[config.mk]
export PLATFORM = sky130hd
export DESIGN_NAME = uart_tx_port
export DESIGN_NICKNAME = d
export VERILOG_FILES = /design/src/rtl/uart_tx_port.sv
export SDC_FILE = /design/constraint.sdc
export NUM_CORES = 1
export LEC_CHECK = 0
export CORE_MARGIN = 2
export CORE_UTILIZATION = 60
export DETAILED_ROUTE_END_ITERATION = 8
export DONT_BUFFER_PORTS = 1
export PLACE_DENSITY = 0.83
export SYNTH_ARGS = -nofsm -noshare
export SYNTH_HDL_FRONTEND = slang
export SYNTH_SLANG_ARGS = --single-unit
[constraint.sdc]
create_clock -name clk -period 3.15 [get_ports clk]
set_clock_uncertainty 0.05 [all_clocks]
set_input_delay 0.63 -clock clk [delete_from_list [all_inputs] [get_ports clk]]
set_output_delay 0.63 -clock clk [all_outputs]
set_load 0.05 [all_outputs]
[src/rtl/uart_tx_port.sv]
// Byte-output port responder: buffers CPU writes in a small FIFO and sends
// each byte on a UART line as 8N1, LSB first, with w_busy as back-pressure.
module uart_tx_port #(
   parameter int CLK_PER_BIT = 4,
   parameter int DEPTH       = 4
) (
   input  logic       clk,
   input  logic       reset,
   input  logic       w_req,
   input  logic [7:0] w_data,
   output logic       w_busy,
   output logic       txd,
   output logic       idle,
   output logic       overrun
);

   localparam int PTR_W  = $clog2(DEPTH);
   localparam int CNT_W  = PTR_W + 1;
   localparam int BAUD_W = $clog2(CLK_PER_BIT);

   localparam logic [CNT_W-1:0]  CNT_ZERO  = {CNT_W{1'b0}};
   localparam logic [CNT_W-1:0]  CNT_ONE   = {{(CNT_W-1){1'b0}}, 1'b1};
   localparam logic [CNT_W-1:0]  CNT_FULL  = CNT_W'(DEPTH);
   localparam logic [PTR_W-1:0]  PTR_ZERO  = {PTR_W{1'b0}};
   localparam logic [PTR_W-1:0]  PTR_ONE   = {{(PTR_W-1){1'b0}}, 1'b1};
   localparam logic [BAUD_W-1:0] BAUD_ZERO = {BAUD_W{1'b0}};
   localparam logic [BAUD_W-1:0] BAUD_ONE  = {{(BAUD_W-1){1'b0}}, 1'b1};
   localparam logic [BAUD_W-1:0] BAUD_LOAD = BAUD_W'(CLK_PER_BIT - 1);

   typedef enum logic [1:0] {
      IDLE  = 2'd0,
      START = 2'd1,
      DATA  = 2'd2,
      STOP  = 2'd3
   } state_t;

   state_t            state_q,   state_d;
   logic [BAUD_W-1:0] baud_q,    baud_d;
   logic [2:0]        bit_idx_q, bit_idx_d;
   logic [7:0]        shift_q,   shift_d;
   logic [CNT_W-1:0]  count_q,   count_d;
   logic [PTR_W-1:0]  wr_ptr_q,  wr_ptr_d;
   logic [PTR_W-1:0]  rd_ptr_q,  rd_ptr_d;
   logic              txd_q,     txd_d;
   logic              busy_q,    busy_d;
   logic              idle_q,    idle_d;
   logic              overrun_q, overrun_d;
   logic [7:0]        mem_q [DEPTH];

   logic              push_s;
   logic              pop_s;
   logic [7:0]        head_s;

   // Accept a write only when not full; a pop in the same cycle does not free the slot early.
   always_comb begin
      push_s    = w_req & ~busy_q;
      head_s    = mem_q[rd_ptr_q];
      overrun_d = overrun_q | (w_req & busy_q);
   end

   // Serializer sequencing: baud countdown, bit index and FIFO pops.
   always_comb begin
      state_d   = state_q;
      baud_d    = baud_q;
      bit_idx_d = bit_idx_q;
      shift_d   = shift_q;
      pop_s     = 1'b0;
      case (state_q)
         IDLE: begin
            if (count_q != CNT_ZERO) begin
               pop_s   = 1'b1;
               shift_d = head_s;
               baud_d  = BAUD_LOAD;
               state_d = START;
            end else begin
               state_d = IDLE;
            end
         end
         START: begin
            if (baud_q == BAUD_ZERO) begin
               state_d   = DATA;
               baud_d    = BAUD_LOAD;
               bit_idx_d = 3'd0;
            end else begin
               baud_d = baud_q - BAUD_ONE;
            end
         end
         DATA: begin
            if (baud_q == BAUD_ZERO) begin
               shift_d = {1'b0, shift_q[7:1]};
               baud_d  = BAUD_LOAD;
               if (bit_idx_q == 3'd7) begin
                  state_d = STOP;
               end else begin
                  bit_idx_d = bit_idx_q + 3'd1;
               end
            end else begin
               baud_d = baud_q - BAUD_ONE;
            end
         end
         STOP: begin
            if (baud_q == BAUD_ZERO) begin
               // Chain straight into the next start bit so frames stay contiguous.
               if (count_q != CNT_ZERO) begin
                  pop_s   = 1'b1;
                  shift_d = head_s;
                  baud_d  = BAUD_LOAD;
                  state_d = START;
               end else begin
                  baud_d  = BAUD_ZERO;
                  state_d = IDLE;
               end
            end else begin
               baud_d = baud_q - BAUD_ONE;
            end
         end
         default: begin
            state_d = IDLE;
            baud_d  = BAUD_ZERO;
         end
      endcase
   end

   // FIFO occupancy, pointers and the registered status decodes.
   always_comb begin
      wr_ptr_d = push_s ? (wr_ptr_q + PTR_ONE) : wr_ptr_q;
      rd_ptr_d = pop_s  ? (rd_ptr_q + PTR_ONE) : rd_ptr_q;
      case ({push_s, pop_s})
         2'b10:   count_d = count_q + CNT_ONE;
         2'b01:   count_d = count_q - CNT_ONE;
         default: count_d = count_q;
      endcase
      busy_d = (count_d == CNT_FULL);
      idle_d = (state_d == IDLE) && (count_d == CNT_ZERO);
   end

   // Line level follows the state one cycle later, so txd comes straight from a flop.
   always_comb begin
      case (state_q)
         IDLE:    txd_d = 1'b1;
         START:   txd_d = 1'b0;
         DATA:    txd_d = shift_q[0];
         STOP:    txd_d = 1'b1;
         default: txd_d = 1'b1;
      endcase
   end

   // Control and status registers.
   always_ff @(posedge clk or negedge reset) begin
      if (!reset) begin
         state_q   <= IDLE;
         baud_q    <= BAUD_ZERO;
         bit_idx_q <= 3'd0;
         shift_q   <= 8'h00;
         count_q   <= CNT_ZERO;
         wr_ptr_q  <= PTR_ZERO;
         rd_ptr_q  <= PTR_ZERO;
         txd_q     <= 1'b1;
         busy_q    <= 1'b0;
         idle_q    <= 1'b1;
         overrun_q <= 1'b0;
      end else begin
         state_q   <= state_d;
         baud_q    <= baud_d;
         bit_idx_q <= bit_idx_d;
         shift_q   <= shift_d;
         count_q   <= count_d;
         wr_ptr_q  <= wr_ptr_d;
         rd_ptr_q  <= rd_ptr_d;
         txd_q     <= txd_d;
         busy_q    <= busy_d;
         idle_q    <= idle_d;
         overrun_q <= overrun_d;
      end
   end

   // FIFO storage.
   always_ff @(posedge clk or negedge reset) begin
      if (!reset) begin
         for (int i = 0; i < DEPTH; i++) begin
            mem_q[i] <= 8'h00;
         end
      end else if (push_s) begin
         mem_q[wr_ptr_q] <= w_data;
      end else begin
         mem_q[wr_ptr_q] <= mem_q[wr_ptr_q];
      end
   end

   assign w_busy  = busy_q;
   assign txd     = txd_q;
   assign idle    = idle_q;
   assign overrun = overrun_q;

endmodule

======== Word-level counts from Yosys, hierarchy flattened ========
Cells that the tools add are included.
word-level totals
  output and inout bits ................... 4
  register bits after elaboration ......... 58
  logic and storage cells ................. 90
  input bits .............................. 11
cells by class
  add/subtract/negate cells ............... 6
  bitwise operators ....................... 6
  multiplexer cells ....................... 35
  reductions and logical operators ........ 13
  $lt $le $gt $ge ......................... 3
  eq/ne operators ......................... 12
operator list
  operator                                                   number
  bitwise mux 32 bit                                         2
  two-way mux 8 bit                                          8
  binary-select mux 8 bit (select 2 bit)                     2
  two-way mux 32 bit                                         1
  one-hot mux 8 bit (3 select lines)                         1
  demux 8 bit (select 2 bit)                                 1
  two-way mux 2 bit                                          8
  one-hot mux 3 bit (2 select lines)                         2
  inequality test 2 bit (second input constant)              5
  two-way mux 3 bit                                          3
  one-hot mux 2 bit (4 select lines)                         1
  adder 3 x 1 -> 3 bit (second input constant)               2
  == test 2 bit (second input constant)                      3
  == test 3 bit (second input constant)                      2
  greater-or-equal comparator 3 bit (second input constant)  2
  logical NOT 2 bit                                          3
  NOT 2 -> 3 bit                                             2
  one-hot mux 2 bit (3 select lines)                         1
  nonzero test 3 bit                                         2
  adder 2 x 1 -> 2 bit (second input constant)               2
  == test 2 x 1 -> 1 bit (second input constant)             2
  AND reduction 4 bit                                        1
  OR reduction 2 bit                                         2
  logical NOT 3 bit                                          1
  12 further kinds                                           16

======== Logic depth before layout (Yosys ltp) ========
  depth in word-level cells ............... 8
  depth in mapped cells ................... 13
  mapped depth without buffers ............ 12

======== Worst setup path after synthesis ========
No wires, ideal clock.
  path kind ............................... reg2reg
  start ................................... register state_q[0]
  end ..................................... register idle_q, in the netlist idle
  arrival ................................. 2532 ps
  setup slack ............................. 478 ps
  buffers on the path ..................... 1
  library setup time ...................... 90 ps
  stages on the path, launching flop included .. 14
  clock period less this slack ............ 2672 ps
  path through ............................ dfrtp_1 -> inv_1 -> ha_1 -> clkbuf_1 -> a21oi_1 -> nor3_1 -> ha_1 -> inv_1 -> fa_1 -> xor2_1 -> nor2_1 -> xnor2_1 -> inv_1 -> nor4_2
between the ends
  longest elaborated chain between the ends .. 6
  elaborated cells on any way between the ends .. 16
RTL lines
  element                                                         RTL line  RTL
  from (decl)                                                     37        state_t state_q, state_d;
  from (signal assigned)                                          163       state_q <= state_d;
  == test 2 bit / logical NOT 2 bit (equally long branches)       68        case (state_q)
  one-hot mux 1 bit (2 select lines) (*)                          68
  net pop_s                                                       51        logic pop_s;
  == test 2 x 1 -> 1 bit / == test 2 bit (equally long branches)  128       case ({push_s, pop_s})
  one-hot mux 3 bit (2 select lines) (*)                          128
  net count_d[2]                                                  41        logic [CNT_W-1:0] count_q, count_d;
  logical NOT 3 bit (*)                                           134       idle_d = (state_d == IDLE) && (count_d == CNT_ZERO);
  logical AND 1 bit (*)                                           134
  net idle_d                                                      46        logic idle_q, idle_d;
  to (signal assigned)                                            172       idle_q <= idle_d;
  to (decl)                                                       46
The timed path passes the listed nets; every way through them passes the cells marked *.
A chain may end at the register's enable or synchronous reset.

======== Worst setup path after layout ========
  start ................................... register baud_q[0]
  end ..................................... register idle_q, in the netlist idle
between the ends
  longest elaborated chain between the ends .. 7
  elaborated cells on any way between the ends .. 13
RTL lines
  element                                                         RTL line  RTL
  from (decl)                                                     38        logic [BAUD_W-1:0] baud_q, baud_d;
  from (signal assigned)                                          164       baud_q <= baud_d;
  logical NOT 2 bit (*)                                           102       if (baud_q == BAUD_ZERO) begin
  two-way mux 1 bit (*)                                           102
  one-hot mux 1 bit (2 select lines) (*)                          68
  net pop_s                                                       51
  == test 2 x 1 -> 1 bit / == test 2 bit (equally long branches)  128
  one-hot mux 3 bit (2 select lines) (*)                          128
  net count_d[2]                                                  41
  logical NOT 3 bit (*)                                           134
  logical AND 1 bit (*)                                           134
  net idle_d                                                      46
Marks and branches as above.

==> flow_summary_export.csv <==
group,metric,value,unit
detailed_routing,top_layer,"met4",
power_and_ir_drop,p_per_area,1190,nW/um2
yosys,ys_seq_area_share,46.8,%
final_layout,diodes,0,
placed_design,routabilityCongestion,0.794,
clock_network,cts_tree,"yes",
yosys,ys_ff_latch,58,
setup_path,path_delay_family,"adder cells",
placed_design,dp_hpwl,3940,um
yosys,synth_warnings,0,
yosys,yosys-top-cells-count,"56 x dfrtp_1, 40 x a21oi_1, 39 x nor2_1",
detailed_routing,vias_per_cell,5.79,
final_layout,design_area,3320,um2
timing,fin_ws,0.312,ns
final_layout,nNetsFinal,292,
final_layout,drive_gt1_share,18.4,%
yosys,syn_area,3100,um2
timing,worst_pin_slew,0.673,ns
timing,rsz0062_at_grt,"false",
clock_network,cts-htree-levels,3,
timing,fmax,352,MHz
clock_network,insertion_delay,0.33,ns
setup_path,crit_chain,"inv_1 > ha_1 > a21oi_1 > nor3_1 > ha_1 > inv_1 > fa_1 > xor2_1 > nor2_1 > xnor2_1 > inv_1 > nor4_2",
setup_path,arrival,3.04,ns
yosys,synth_ff_type,"dfrtp_1",
clock_network,hold_buffers,1,
detailed_routing,met2_length,3020,um
detailed_routing,wirelength,5740,um
setup_path,start_kind,"flop",
yosys,yosysTopAreaCell,"dfrtp_1",
setup_path,startpoint,"baud_q[0]",
setup_path,crit_fanout,13,
timing,finalHoldViolCount,0,
timing,period_share,90.1,%
yosys,synth_edf_count,0,
grt,overflow,0,
floorplan,ioPinCount,15,
yosys,yosysTopAreaCellShare,45.1,%
placed_design,dp_cells,325,
yosys,async_flop_share,100,%
final_layout,num-fill-cells,370,
setup_path,path_class,"reg2reg",
detailed_routing,vias,1981,
floorplan,start_util,61.6,%
detailed_routing,post-route-drc-count,0,
timing,relSlewSlack,55.1,%
clock_network,clkTransAtPathRegs,0.06,ns
grt,grt_pass1_vias,2070,
final_layout,area_delta_synth_final,6.97,%
timing,drv_slew,0,
grt,grt_pass1_wl,9670,um
setup_path,crit_top_cell,"inv_1",
grt,grtUsageTotal,21.8,%
hold_path,hold_class,"in2async",
yosys,ys_top_cells_by_area,"dfrtp_1 45%, mux4_2 12%, a21oi_1 6.4%",
yosys,yosysUniqueCellTypes,36,
power_and_ir_drop,p_leak,1.34,nW
placed_design,place_area,3120,um2
setup_path,crit_buf_inv,3,
clock_network,postCtsSetupBuffers,0,
timing,fin_crit,2.84,ns
clock_network,cts_sinks,58,
clock_network,cts-buffers-inserted,9,
floorplan,num_rows,26,
detailed_routing,wl_met3,226,um
detailed_routing,met1Wirelength,2400,um
floorplan,core-area,5040,um2
final_layout,final_cells,342,
yosys,yosysMostFrequentCell,"dfrtp_1",
power_and_ir_drop,ir_drop,0.602,mV
run_status,status,"finished, final reports clean",
timing,tns,0,ns
floorplan,die_area,5770,um2
setup_path,cp.depth,12,
run,maxCapViolations,0,
setup_path,cp_slowest_cell,"ha_1",
placed_design,place_ws,0.327,ns
detailed_routing,wl_per_cell,16.8,um
grt,antenna_found_initial,0,
clock_network,clockBufferDepth,2,
detailed_routing,route.antenna.remaining_nets,0,
yosys,syn_nets,294,
setup_path,rr_startpoint,"baud_q[0]",
yosys,netlist_instances,269,
floorplan,die_y,75.9,um
timing,setup_violations,0,
grt,grt_max_degree,57,
clock_network,ctsRootBufferMaster,"clkbuf_8",
detailed_routing,drtPass1Iterations,4,
setup_path,critPathMaxStageDelay,0.43,ns
placed_design,io_buffers,0,
detailed_routing,dr.first_iter.drc_count,94,
floorplan,die_width,75.9,um
setup_path,worstSetupEndpointType,"flop",
final_layout,fin_util,65.9,%
clock_network,cts_resized,0,
setup_path,cp_data_required_time,3.35,ns
setup_path,reg2reg_depth,12,
yosys,synth.avg_cell_area,11.5,um2
==> area by class of cell <==
class                   count  area, um2  share of cell area, %
repair buffers              4       50.0                   1.51
inverters                  13       48.8                   1.47
flip-flops and latches     58       1450                   43.8
clock inverters             3       15.0                  0.452
clock buffers              13        159                   4.79
well taps                  70       87.6                   2.64
multi-input cells         181       1510                   45.4
==> metal layers <==
| metal | GRT usage [%] | vias to the layer above |
|---|---|---|
| met5 | 0 | - |
| met4 | 8.73 | 0 |
| met3 | 4.40 | 10 |
| met2 | 37.9 | 45 |
| met1 | 27.1 | 982 |
| li1 | - | 944 |
==> worst register-to-register path, delay by kind of cell, from the launching register on <==
family                   cells  cell delay, ns
AO/OA/AOI/OAI                1            0.12
XOR/XNOR                     2            0.30
adder cells (fa/ha/maj)      3            1.04
buffers and inverters        3            0.23
flip-flops                   1            0.39
AND/OR/NAND/NOR              3            0.63
==> power by group <==
group	internal, W	switching (W)	total, W	leakage [nW]
clock network	0.000324	0.000272	0.000597	0.0932
registers	0.00110	0.000410	0.00151	0.641
logic	0.000906	0.000937	0.00184	0.606
==> path summary, 6_finish.rpt <==
path / endpoint / slack, ns
worst max-delay path: idle / 0.31
worst min-delay path: idle / 0.09
worst max register to register: idle / 0.31
worst min register to register: shift_q[2] / 0.43
max in group asynchronous: mem_q[3] / 2.70
min in group clk: overrun / 0.36
==> state kept, by name, summed over array words and instances (netlist names), 2 cells and up <==
register	cells
baud_q	2
count_q	3
rd_ptr_q	2
bit_idx_q	3
wr_ptr_q	2
shift_q	8
mem_q	32
state_q	2
==> logic make-up after synthesis <==
kind of cell / share of synthesized area [%]
AND/OR/NAND/NOR: 9.92
AO/OA/AOI/OAI: 12.9
flip-flops: 46.8
buffers and inverters: 4.63
multiplexers: 18.1
adder cells (fa/ha/maj): 5.88
XOR/XNOR: 1.69
==> through the flow <==
step / power [W] / hold slack [ns]
floorplan: 0.00299 / 0.284
global placement: 0.00325 / 0.286
detailed placement: 0.00335 / 0.286
CTS: 0.00397 / 0.0796
global route: 0.00426 / 0.0687
finish: 0.00395 / 0.0861
==> layout by cell type (no fill, tap or decap), types with 2 or more instances in the layout <==
cell type,Yosys,layout
a21oi_1,40,40
a22o_1,2,2
a22oi_1,9,9
buf_4,2,3
clkbuf_1,6,2
clkbuf_8,0,11
clkinv_2,0,3
dfrtp_1,56,56
dfstp_2,2,2
ha_1,13,13
inv_1,13,13
mux2_2,2,2
mux2i_4,8,8
mux4_2,16,16
nand2_1,20,20
nand2b_1,2,2
nor2_1,39,39
nor2b_1,2,2
nor3_1,2,2
o21ai_0,7,7
xnor2_1,4,4
xor2_1,2,2
Power figures use the tool's default switching activity.
